<file path="config.mk">
export PLATFORM = sky130hd
export DESIGN_NAME = uart_fw_loader
export DESIGN_NICKNAME = d
export VERILOG_FILES = /design/src/rtl/uart_fw_loader.sv
export SDC_FILE = /design/constraint.sdc
export NUM_CORES = 1
export LEC_CHECK = 0
export BUFFER_PORTS_ARGS = -buffer_cell sky130_fd_sc_hd__clkbuf_2
export CORE_ASPECT_RATIO = 0.8
export CORE_MARGIN = 1.5
export CORE_UTILIZATION = 55
export DETAILED_ROUTE_END_ITERATION = 10
export PLACE_DENSITY = 0.74
export SLEW_MARGIN = 20
export SYNTH_ARGS = -nofsm -noshare
export SYNTH_HDL_FRONTEND = slang
export SYNTH_SLANG_ARGS = --single-unit
</file>
<file path="constraint.sdc">
create_clock -name clk -period 2.7 [get_ports clk]
set_input_delay 0.27 -clock clk [delete_from_list [all_inputs] [get_ports clk]]
set_output_delay 0.27 -clock clk [all_outputs]
set_load 0.02 [all_outputs]
</file>
<file path="src/rtl/uart_fw_loader.sv">
// Serial firmware boot loader: decodes 8N1 UART frames and writes program memory.
// Ports: clk, resetn, ser_rx in; progmem_wen/waddr/wdata, cpu_resetn, load_busy/done/err out.
module uart_fw_loader #(
    parameter int unsigned CLK_DIV     = 217,
    parameter logic [31:0] BASE_ADDR   = 32'h0010_0000,
    parameter int unsigned MAX_WORDS   = 8192,
    parameter int unsigned TIMEOUT_CYC = 2_500_000
) (
    input  logic        clk,
    input  logic        resetn,
    input  logic        ser_rx,
    output logic        progmem_wen,
    output logic [31:0] progmem_waddr,
    output logic [31:0] progmem_wdata,
    output logic        cpu_resetn,
    output logic        load_busy,
    output logic        load_done,
    output logic        load_err
);

    localparam logic [15:0] BIT_LAST = 16'(CLK_DIV - 1);
    localparam logic [15:0] BIT_HALF = 16'(CLK_DIV / 2 - 1);
    localparam logic [31:0] TMO_LAST = 32'(TIMEOUT_CYC - 1);
    localparam logic [31:0] MAX_LEN  = 32'(MAX_WORDS);

    typedef enum logic [1:0] {
        RX_IDLE, RX_START, RX_DATA, RX_STOP
    } rx_state_t;

    typedef enum logic [2:0] {
        SYNC0, SYNC1, LEN0, LEN1, DATA, CSUM, DONE, ERR
    } state_t;

    // receiver
    logic        rx_s1_q, rx_s2_q, rx_prev_q;
    rx_state_t   rx_state_q, rx_state_d;
    logic [15:0] rx_cnt_q, rx_cnt_d;
    logic [2:0]  rx_bit_q, rx_bit_d;
    logic [7:0]  rx_sh_q, rx_sh_d;
    logic [7:0]  rx_byte_q, rx_byte_d;
    logic        rx_valid_q, rx_valid_d;
    logic        rx_ferr_q, rx_ferr_d;

    // loader
    state_t      state_q, state_d;
    logic [15:0] len_q, len_d;
    logic [15:0] idx_q, idx_d;
    logic [7:0]  csum_q, csum_d;
    logic [1:0]  bcnt_q, bcnt_d;
    logic [31:0] word_q, word_d;
    logic [31:0] tmo_q, tmo_d;
    logic        wen_q, wen_d;
    logic [31:0] waddr_q, waddr_d;
    logic [31:0] wdata_q, wdata_d;
    logic        cpu_q, cpu_d;
    logic        busy_q, busy_d;
    logic        done_q, done_d;
    logic        err_q, err_d;

    logic        tmo_hit;
    logic [31:0] word_nx;

    always_ff @(posedge clk or negedge resetn) begin
        if (!resetn) begin
            rx_s1_q    <= 1'b1;
            rx_s2_q    <= 1'b1;
            rx_prev_q  <= 1'b1;
            rx_state_q <= RX_IDLE;
            rx_cnt_q   <= '0;
            rx_bit_q   <= '0;
            rx_sh_q    <= '0;
            rx_byte_q  <= '0;
            rx_valid_q <= 1'b0;
            rx_ferr_q  <= 1'b0;
        end else begin
            rx_s1_q    <= ser_rx;
            rx_s2_q    <= rx_s1_q;
            rx_prev_q  <= rx_s2_q;
            rx_state_q <= rx_state_d;
            rx_cnt_q   <= rx_cnt_d;
            rx_bit_q   <= rx_bit_d;
            rx_sh_q    <= rx_sh_d;
            rx_byte_q  <= rx_byte_d;
            rx_valid_q <= rx_valid_d;
            rx_ferr_q  <= rx_ferr_d;
        end
    end

    always_comb begin
        rx_state_d = rx_state_q;
        rx_cnt_d   = rx_cnt_q;
        rx_bit_d   = rx_bit_q;
        rx_sh_d    = rx_sh_q;
        rx_byte_d  = rx_byte_q;
        rx_valid_d = 1'b0;
        rx_ferr_d  = 1'b0;
        unique case (rx_state_q)
            RX_IDLE: begin
                if (rx_prev_q && !rx_s2_q) begin
                    rx_state_d = RX_START;
                    rx_cnt_d   = '0;
                end
            end
            RX_START: begin
                if (rx_cnt_q == BIT_HALF) begin
                    // line back high at mid start bit: a glitch
                    if (rx_s2_q) begin
                        rx_state_d = RX_IDLE;
                    end else begin
                        rx_state_d = RX_DATA;
                        rx_cnt_d   = '0;
                        rx_bit_d   = '0;
                    end
                end else begin
                    rx_cnt_d = rx_cnt_q + 16'd1;
                end
            end
            RX_DATA: begin
                if (rx_cnt_q == BIT_LAST) begin
                    rx_sh_d  = {rx_s2_q, rx_sh_q[7:1]};
                    rx_cnt_d = '0;
                    if (rx_bit_q == 3'd7) begin
                        rx_state_d = RX_STOP;
                    end else begin
                        rx_bit_d = rx_bit_q + 3'd1;
                    end
                end else begin
                    rx_cnt_d = rx_cnt_q + 16'd1;
                end
            end
            RX_STOP: begin
                if (rx_cnt_q == BIT_LAST) begin
                    rx_state_d = RX_IDLE;
                    if (rx_s2_q) begin
                        rx_valid_d = 1'b1;
                        rx_byte_d  = rx_sh_q;
                    end else begin
                        rx_ferr_d = 1'b1;
                    end
                end else begin
                    rx_cnt_d = rx_cnt_q + 16'd1;
                end
            end
            default: rx_state_d = RX_IDLE;
        endcase
    end

    always_ff @(posedge clk or negedge resetn) begin
        if (!resetn) begin
            state_q <= SYNC0;
            len_q   <= '0;
            idx_q   <= '0;
            csum_q  <= '0;
            bcnt_q  <= '0;
            word_q  <= '0;
            tmo_q   <= '0;
            wen_q   <= 1'b0;
            waddr_q <= BASE_ADDR;
            wdata_q <= '0;
            cpu_q   <= 1'b1;
            busy_q  <= 1'b0;
            done_q  <= 1'b0;
            err_q   <= 1'b0;
        end else begin
            state_q <= state_d;
            len_q   <= len_d;
            idx_q   <= idx_d;
            csum_q  <= csum_d;
            bcnt_q  <= bcnt_d;
            word_q  <= word_d;
            tmo_q   <= tmo_d;
            wen_q   <= wen_d;
            waddr_q <= waddr_d;
            wdata_q <= wdata_d;
            cpu_q   <= cpu_d;
            busy_q  <= busy_d;
            done_q  <= done_d;
            err_q   <= err_d;
        end
    end

    assign tmo_hit = (tmo_q == TMO_LAST) && !rx_valid_q;
    assign word_nx = {rx_byte_q, word_q[31:8]};

    always_comb begin
        state_d = state_q;
        len_d   = len_q;
        idx_d   = idx_q;
        csum_d  = csum_q;
        bcnt_d  = bcnt_q;
        word_d  = word_q;
        wen_d   = 1'b0;
        waddr_d = waddr_q;
        wdata_d = wdata_q;
        cpu_d   = cpu_q;
        busy_d  = busy_q;
        done_d  = done_q;
        err_d   = err_q;
        tmo_d   = (state_q == SYNC0 || rx_valid_q) ? 32'd0 : tmo_q + 32'd1;
        unique case (state_q)
            SYNC0: begin
                if (rx_valid_q && rx_byte_q == 8'h55) state_d = SYNC1;
            end
            SYNC1: begin
                if (rx_valid_q) begin
                    if (rx_byte_q == 8'hAA) begin
                        state_d = LEN0;
                        cpu_d   = 1'b0;
                        busy_d  = 1'b1;
                        done_d  = 1'b0;
                        err_d   = 1'b0;
                        idx_d   = '0;
                        csum_d  = '0;
                        bcnt_d  = '0;
                    end else if (rx_byte_q != 8'h55) begin
                        state_d = SYNC0;
                    end
                end else if (tmo_hit) begin
                    state_d = SYNC0;
                end
            end
            LEN0: begin
                if (rx_valid_q) begin
                    len_d   = {len_q[15:8], rx_byte_q};
                    state_d = LEN1;
                end else if (rx_ferr_q || tmo_hit) begin
                    state_d = ERR;
                end
            end
            LEN1: begin
                if (rx_valid_q) begin
                    len_d = {rx_byte_q, len_q[7:0]};
                    if ({16'd0, len_d} > MAX_LEN) state_d = ERR;
                    else if (len_d == 16'd0)      state_d = CSUM;
                    else                          state_d = DATA;
                end else if (rx_ferr_q || tmo_hit) begin
                    state_d = ERR;
                end
            end
            DATA: begin
                if (rx_valid_q) begin
                    word_d = word_nx;
                    csum_d = csum_q + rx_byte_q;
                    bcnt_d = bcnt_q + 2'd1;
                    if (bcnt_q == 2'd3) begin
                        wen_d   = 1'b1;
                        waddr_d = BASE_ADDR + {14'd0, idx_q, 2'b00};
                        wdata_d = word_nx;
                        idx_d   = idx_q + 16'd1;
                        if (idx_q == len_q - 16'd1) state_d = CSUM;
                    end
                end else if (rx_ferr_q || tmo_hit) begin
                    state_d = ERR;
                end
            end
            CSUM: begin
                if (rx_valid_q) begin
                    state_d = (rx_byte_q == csum_q) ? DONE : ERR;
                end else if (rx_ferr_q || tmo_hit) begin
                    state_d = ERR;
                end
            end
            DONE: begin
                cpu_d   = 1'b1;
                busy_d  = 1'b0;
                done_d  = 1'b1;
                state_d = SYNC0;
            end
            ERR: begin
                // cpu stays in reset: a partial image must not run
                busy_d  = 1'b0;
                err_d   = 1'b1;
                state_d = SYNC0;
            end
            default: state_d = SYNC0;
        endcase
    end

    assign progmem_wen   = wen_q;
    assign progmem_waddr = waddr_q;
    assign progmem_wdata = wdata_q;
    assign cpu_resetn    = cpu_q;
    assign load_busy     = busy_q;
    assign load_done     = done_q;
    assign load_err      = err_q;

endmodule

</file>
==> metrics.yaml, run 1 <==
yosysWarnings: 0
grt_util_met2: 0.3540
die_area_mm2: 0.01799
layout_common_cells: "nand2_1 (223), dfrtp_1 (192), nor2_1 (81)"
fp.coreArea_mm2: 0.01666
worstMarginPinSlew_ns: 0.6381
grt_antenna_before_repair: 0
layout_commonest_cell: "nand2_1"
num_vias: 6976
cts_inserted_buffers: 17
fill_cells: 1319
status: "finished clean"
netlist_area_mm2: 0.009457
vias_per_cell: 5.506
cts-root-buf: "clkbuf_16"
numPortBuffers: 55
min_period_over_period: 0.9362
grt_pass1_wl_um: 33040
crit_required_ns: 3.03
hp-class: "primary input to async pin"
maxCapViolCount: 0
utilization: 0.6364
grt_usage: 0.2305
yosysSeqAreaShare: 0.5192
antenna_cells: 0
ant_nets: 0
met3_usage: 0.04075
grt_overflow: 0
multiInputGateArea_mm2: 0.004234
cts.sinks: 196
initial_core_util: 0.5677
fin_crit_ns: 2.528
initialDrtViolationCount: 450
slew_violations: 0
crit_fanout: 6
peakVddDrop_mv: 0.6288
die_h_um: 120.3
wl_per_cell_um: 15.45
area_delta_synth_final_pct: 12.11
top_usage_layer: "met2"
grt_pass1_vias: 6678
routed_wl_um: 19570
synth_top_flop_cell: "dfrtp_1"
p_leak_nw: 5.177
rsz0062_at_grt: "false"
drc_errors: 0
ys_types: 70
fin_tns_setup_ns: 0
h-tree-depth: 4
cts_buffer_depth: 2
place_hpwl_um: 12900
cts_tree: "yes"
syn_area_per_cell_um2: 9.709
drt_pass1_iterations: 5
clkLatencyLatePin_ns: 0.43
worstSetupPathType: "register to register"
die_x_um: 149.6
boundaryPins: 72
finalPower_w: 0.006021
path_clk_slew_ns: 0.07
max_slew_margin: 0.5707
syn_inst: 974
ys_seq_elements: 196
seq_area_mm2: 0.004910
met1_usage: 0.3396
setup_violations: 0
grt_max_degree: 69
globalplace.congestion: 0.8651
synth_edf_count: 0
end_kind: "register"
fin_skew_ns: 0.01014
fmax_mhz: 395.6
async_reset_ff_frac: 1.000
cp-start-kind: "register"
hold_viol: 0
cp_data_arrival_time_ns: 2.86
power_density_mw_per_mm2: 568.0
finish.net_count: 1054
fp-row-count: 42
layout-drive-gt1-share: 0.1729
==> metal layers <==
layer  up-vias  part of all wire
li1       3408                 -
met1      3402              0.49
met2       148              0.47
met3        18             0.038
met4         0             0.010
met5         -                 0
==> sequential cells by signal, summed over array words and instances, names as in the netlist, 3 cells and up, named ones only <==
name	count
progmem_waddr	16
rx_bit_q	3
len_q	16
progmem_wdata	32
idx_q	16
tmo_q	32
rx_sh_q	8
csum_q	8
rx_cnt_q	16
word_q	24
state_q	3
rx_byte_q	8
==> final timing paths <==
kind                       startpoint          to  slack [ns]  cells after the start
min in group clk              rx_s1_q     rx_s2_q        0.36                      0
max in group asynchronous      resetn     rx_s1_q        1.60                      3
max                          len_q[6]  state_q[0]        0.17                      7
max reg2reg                  len_q[6]  state_q[0]        0.17                      7
min reg2reg                   rx_s1_q     rx_s2_q        0.36                      0
min                            resetn   tmo_q[23]        0.36                      2
==> synthesized netlist by cell type, types with 18 or more instances <==
cell / instances / area (µm²)
inv_1: 25 / 93.84
nor2_1: 82 / 307.8
nand4_1: 18 / 112.6
o21ai_0: 47 / 235.2
mux2_2: 48 / 540.5
nor3_1: 18 / 90.09
a21oi_1: 22 / 110.1
clkbuf_1: 30 / 112.6
xnor2_1: 28 / 245.2
dfrtp_1: 192 / 4805
xor2_1: 32 / 280.3
nand3_1: 26 / 130.1
nand2_1: 224 / 840.8
==> repair_timing <==
action,in CTS,in global routing
resized for setup,0,0
hold buffers,2,0
endpoints found under the setup margin,0,1
buffers inserted,0,0
endpoints found under the hold margin,51,0
==> power breakdown <==
part / total (W) / internal (W) / switching [W]
Clock: 0.00249 / 0.00132 / 0.00117
Combinational: 0.000485 / 0.000160 / 0.000325
Sequential: 0.00305 / 0.00298 / 0.0000641
Total: 0.00602 / 0.00447 / 0.00156
==> logic make-up (layout without fill, tap and decap cells) <==
group | after synthesis | count (layout) | share of synthesized area
simple gates | 444 | 444 | 0.2174
flops | 196 | 196 | 0.5192
compound gates | 123 | 123 | 0.08283
buf+inv | 81 | 140 | 0.04062
xor+xnor | 60 | 60 | 0.05557
mux | 51 | 51 | 0.06033
fa+ha+maj | 17 | 17 | 0.02329
other cells | 2 | 16 | 0.0007942
==> final cells by class <==
type	instances	share of cell area
sequential	196	0.4631
multi-input combinational	711	0.3994
timing repair buffer	82	0.04756
clock buffer	18	0.04143
tap	220	0.02596
clock inverter	14	0.01334
inverter	26	0.009206
==> metrics by stage <==
stage	cells	hold slack [ns]	setup WS (ns)	instance area, µm²
after floorplan	988	-0.02559	0.4596	9509
after global placement	1233	0.2604	0.3103	10000
after detailed placement	1233	0.2586	0.2138	10000
after CTS	1267	0.3605	0.2263	10600
after global routing	1267	0.3646	0.009972	10600
final	1267	0.3607	0.1722	10600
==> critical path, stage by stage (launching register included) <==
cell and delay [ns]:
dfrtp_1 0.45, nor4_1 0.57, nand2_1 0.24, or4_1 0.43, a32oi_1 0.20, a211o_1 0.15
nand4_1 0.11, a211oi_1 0.28
(Power assumes the default switching activity.)
==> run 2: changes to the inputs <==
CTS_CLUSTER_SIZE = 24   (was not set)
GPL_TIMING_DRIVEN = 0   (was not set)
==> run 2 against run 1 <==
Net effect: combinational power grew 6.2%; design area is 1.6% higher; die area unchanged; clock-buffer cell count is 1 lower; clock power increased by 2%; non-clock buffer count grew 33; wire length is 1.2% lower; flip-flop and latch count unchanged; first-iteration DRC count increased by 5.3%; largest power group unchanged; highest routed layer unchanged.
==> metrics.yaml, run 2 (synthesis gave the netlist of run 1 again) <==
drt_pass1_iterations: 5
setup_violations: 0
cp_data_arrival_time_ns: 2.90
globalplace.congestion: 0.8439
fin_crit_ns: 2.557
fmax_mhz: 391.1
rr_worst_depth: 7
r2r-start: "len_q[3]"
max_slew_margin: 0.4884
vias_per_cell: 5.394
die_x_um: 149.6
multiInputGateArea_mm2: 0.004239
dp.cells: 1265
layout_common_cells: "nand2_1 (224), dfrtp_1 (192), nor2_1 (80)"
finalPower_w: 0.006074
area_delta_synth_final_pct: 13.91
cp-start-kind: "register"
grt_max_degree: 90
layout-drive-gt1-share: 0.1750
post-place-ws_ns: -0.1244
end_kind: "register"
cts-root-buf: "clkbuf_16"
fp.coreArea_mm2: 0.01666
rsz0062_at_grt: "false"
maxCapViolCount: 0
peakVddDrop_mv: 0.5536
numPortBuffers: 55
die_area_mm2: 0.01799
initial_core_util: 0.5677
cts_tree: "yes"
rrSetupSlack_ns: 0.14
fin_tns_setup_ns: 0
ant_nets: 0
min_period_over_period: 0.9469
power_density_mw_per_mm2: 563.9
status: "finished clean"
r2r-end: "state_q[0]"
grt_antenna_before_repair: 0
initialDrtViolationCount: 474
p_leak_nw: 5.262
cts_buffer_depth: 2
finish.net_count: 1087
layout_commonest_cell: "nand2_1"
worstMarginPinSlew_ns: 0.7646
clkLatencyLatePin_ns: 0.44
h-tree-depth: 4
grt_usage: 0.2294
wl_per_cell_um: 14.87
grt_util_met2: 0.3459
routed_wl_um: 19330
grt_overflow: 0
hold_viol: 0
grt_pass1_wl_um: 32710
num_vias: 7012
crit_fanout: 8
top_usage_layer: "met2"
path_clk_slew_ns: 0.07
fin_skew_ns: 0.009203
cts.sinks: 196
met3_usage: 0.04000
slew_violations: 0
die_h_um: 120.3
fp-row-count: 42
worstSetupPathType: "register to register"
grt_pass1_vias: 6643
drc_errors: 0
hp-class: "primary input to async pin"
fin_cells: 1300
place_hpwl_um: 13340
fill_cells: 1347
antenna_cells: 0
boundaryPins: 72
cts_inserted_buffers: 17
worst_slack_ns: 0.1434
seq_area_mm2: 0.004910
crit_required_ns: 3.04
met1_usage: 0.3383
==> run 2: layout make-up <==
cell class                      count  area share
Multi-Input combinational cell    711      0.3935
Buffer                             54     0.02683
Timing Repair Buffer               61     0.03473
Tap cell                          220     0.02555
Clock buffer                       17     0.03949
Sequential cell                   196      0.4558
Clock inverter                     15     0.01498
Inverter                           26    0.009060
==> run 2: stage by stage <==
| step | util | hold slack [ns] | area (µm²) |
|---|---|---|---|
| floorplan | - | -0.02559 | 9509 |
| global placement | 0.6039 | 0.3460 | 10060 |
| detailed placement | 0.6077 | 0.2264 | 10120 |
| CTS | 0.6447 | 0.3198 | 10740 |
| global route | 0.6466 | 0.3450 | 10770 |
| finish | 0.6466 | 0.3191 | 10770 |
==> run 2: routing by layer <==
layer | vias to the layer above | part of all wire
met5 | - | 0
met3 | 19 | 0.039
met2 | 124 | 0.45
li1 | 3482 | -
met4 | 0 | 0.013
met1 | 3387 | 0.50
==> run 2: repair_timing <==
action,4_1_cts,5_1_grt
gates resized for setup,4,10
pin swaps,0,1
hold buffers,2,0
buffers inserted,0,2
hold endpoints to repair,39,0
setup endpoints to repair,27,26
==> run 2: report_power, final <==
part	leakage, nW	internal (W)	total [W]	switching (W)
sequential	2.72	0.00298	0.00303	0.0000497
clock	0.288	0.00132	0.00253	0.00121
combinational	2.26	0.000166	0.000515	0.000349
==> run 2: critical path, cell delays in order, from the launching register on <==
cell and delay, ns:
dfrtp_1 0.48, nor4_4 0.46, and3_1 0.30, xnor2_1 0.16, o2111ai_1 0.16, a2111oi_2 0.37, nand4_1 0.24, a211oi_1 0.29
==> run 2: how the worst max path moves through the flow <==
stage                       startpoint                 to  slack, ns  depth (start not counted)
after floorplan           rx_byte_q[6]          idx_q[11]       0.46                          8
after global placement          resetn         word_q[14]      -2.33                          1
after detailed placement  rx_byte_q[1]          idx_q[14]      -0.12                          7
after CTS                   state_q[1]  progmem_wdata[30]       0.05                          9
after global routing        state_q[1]  progmem_wdata[30]       0.01                          9
final                         len_q[3]         state_q[0]       0.14                          7
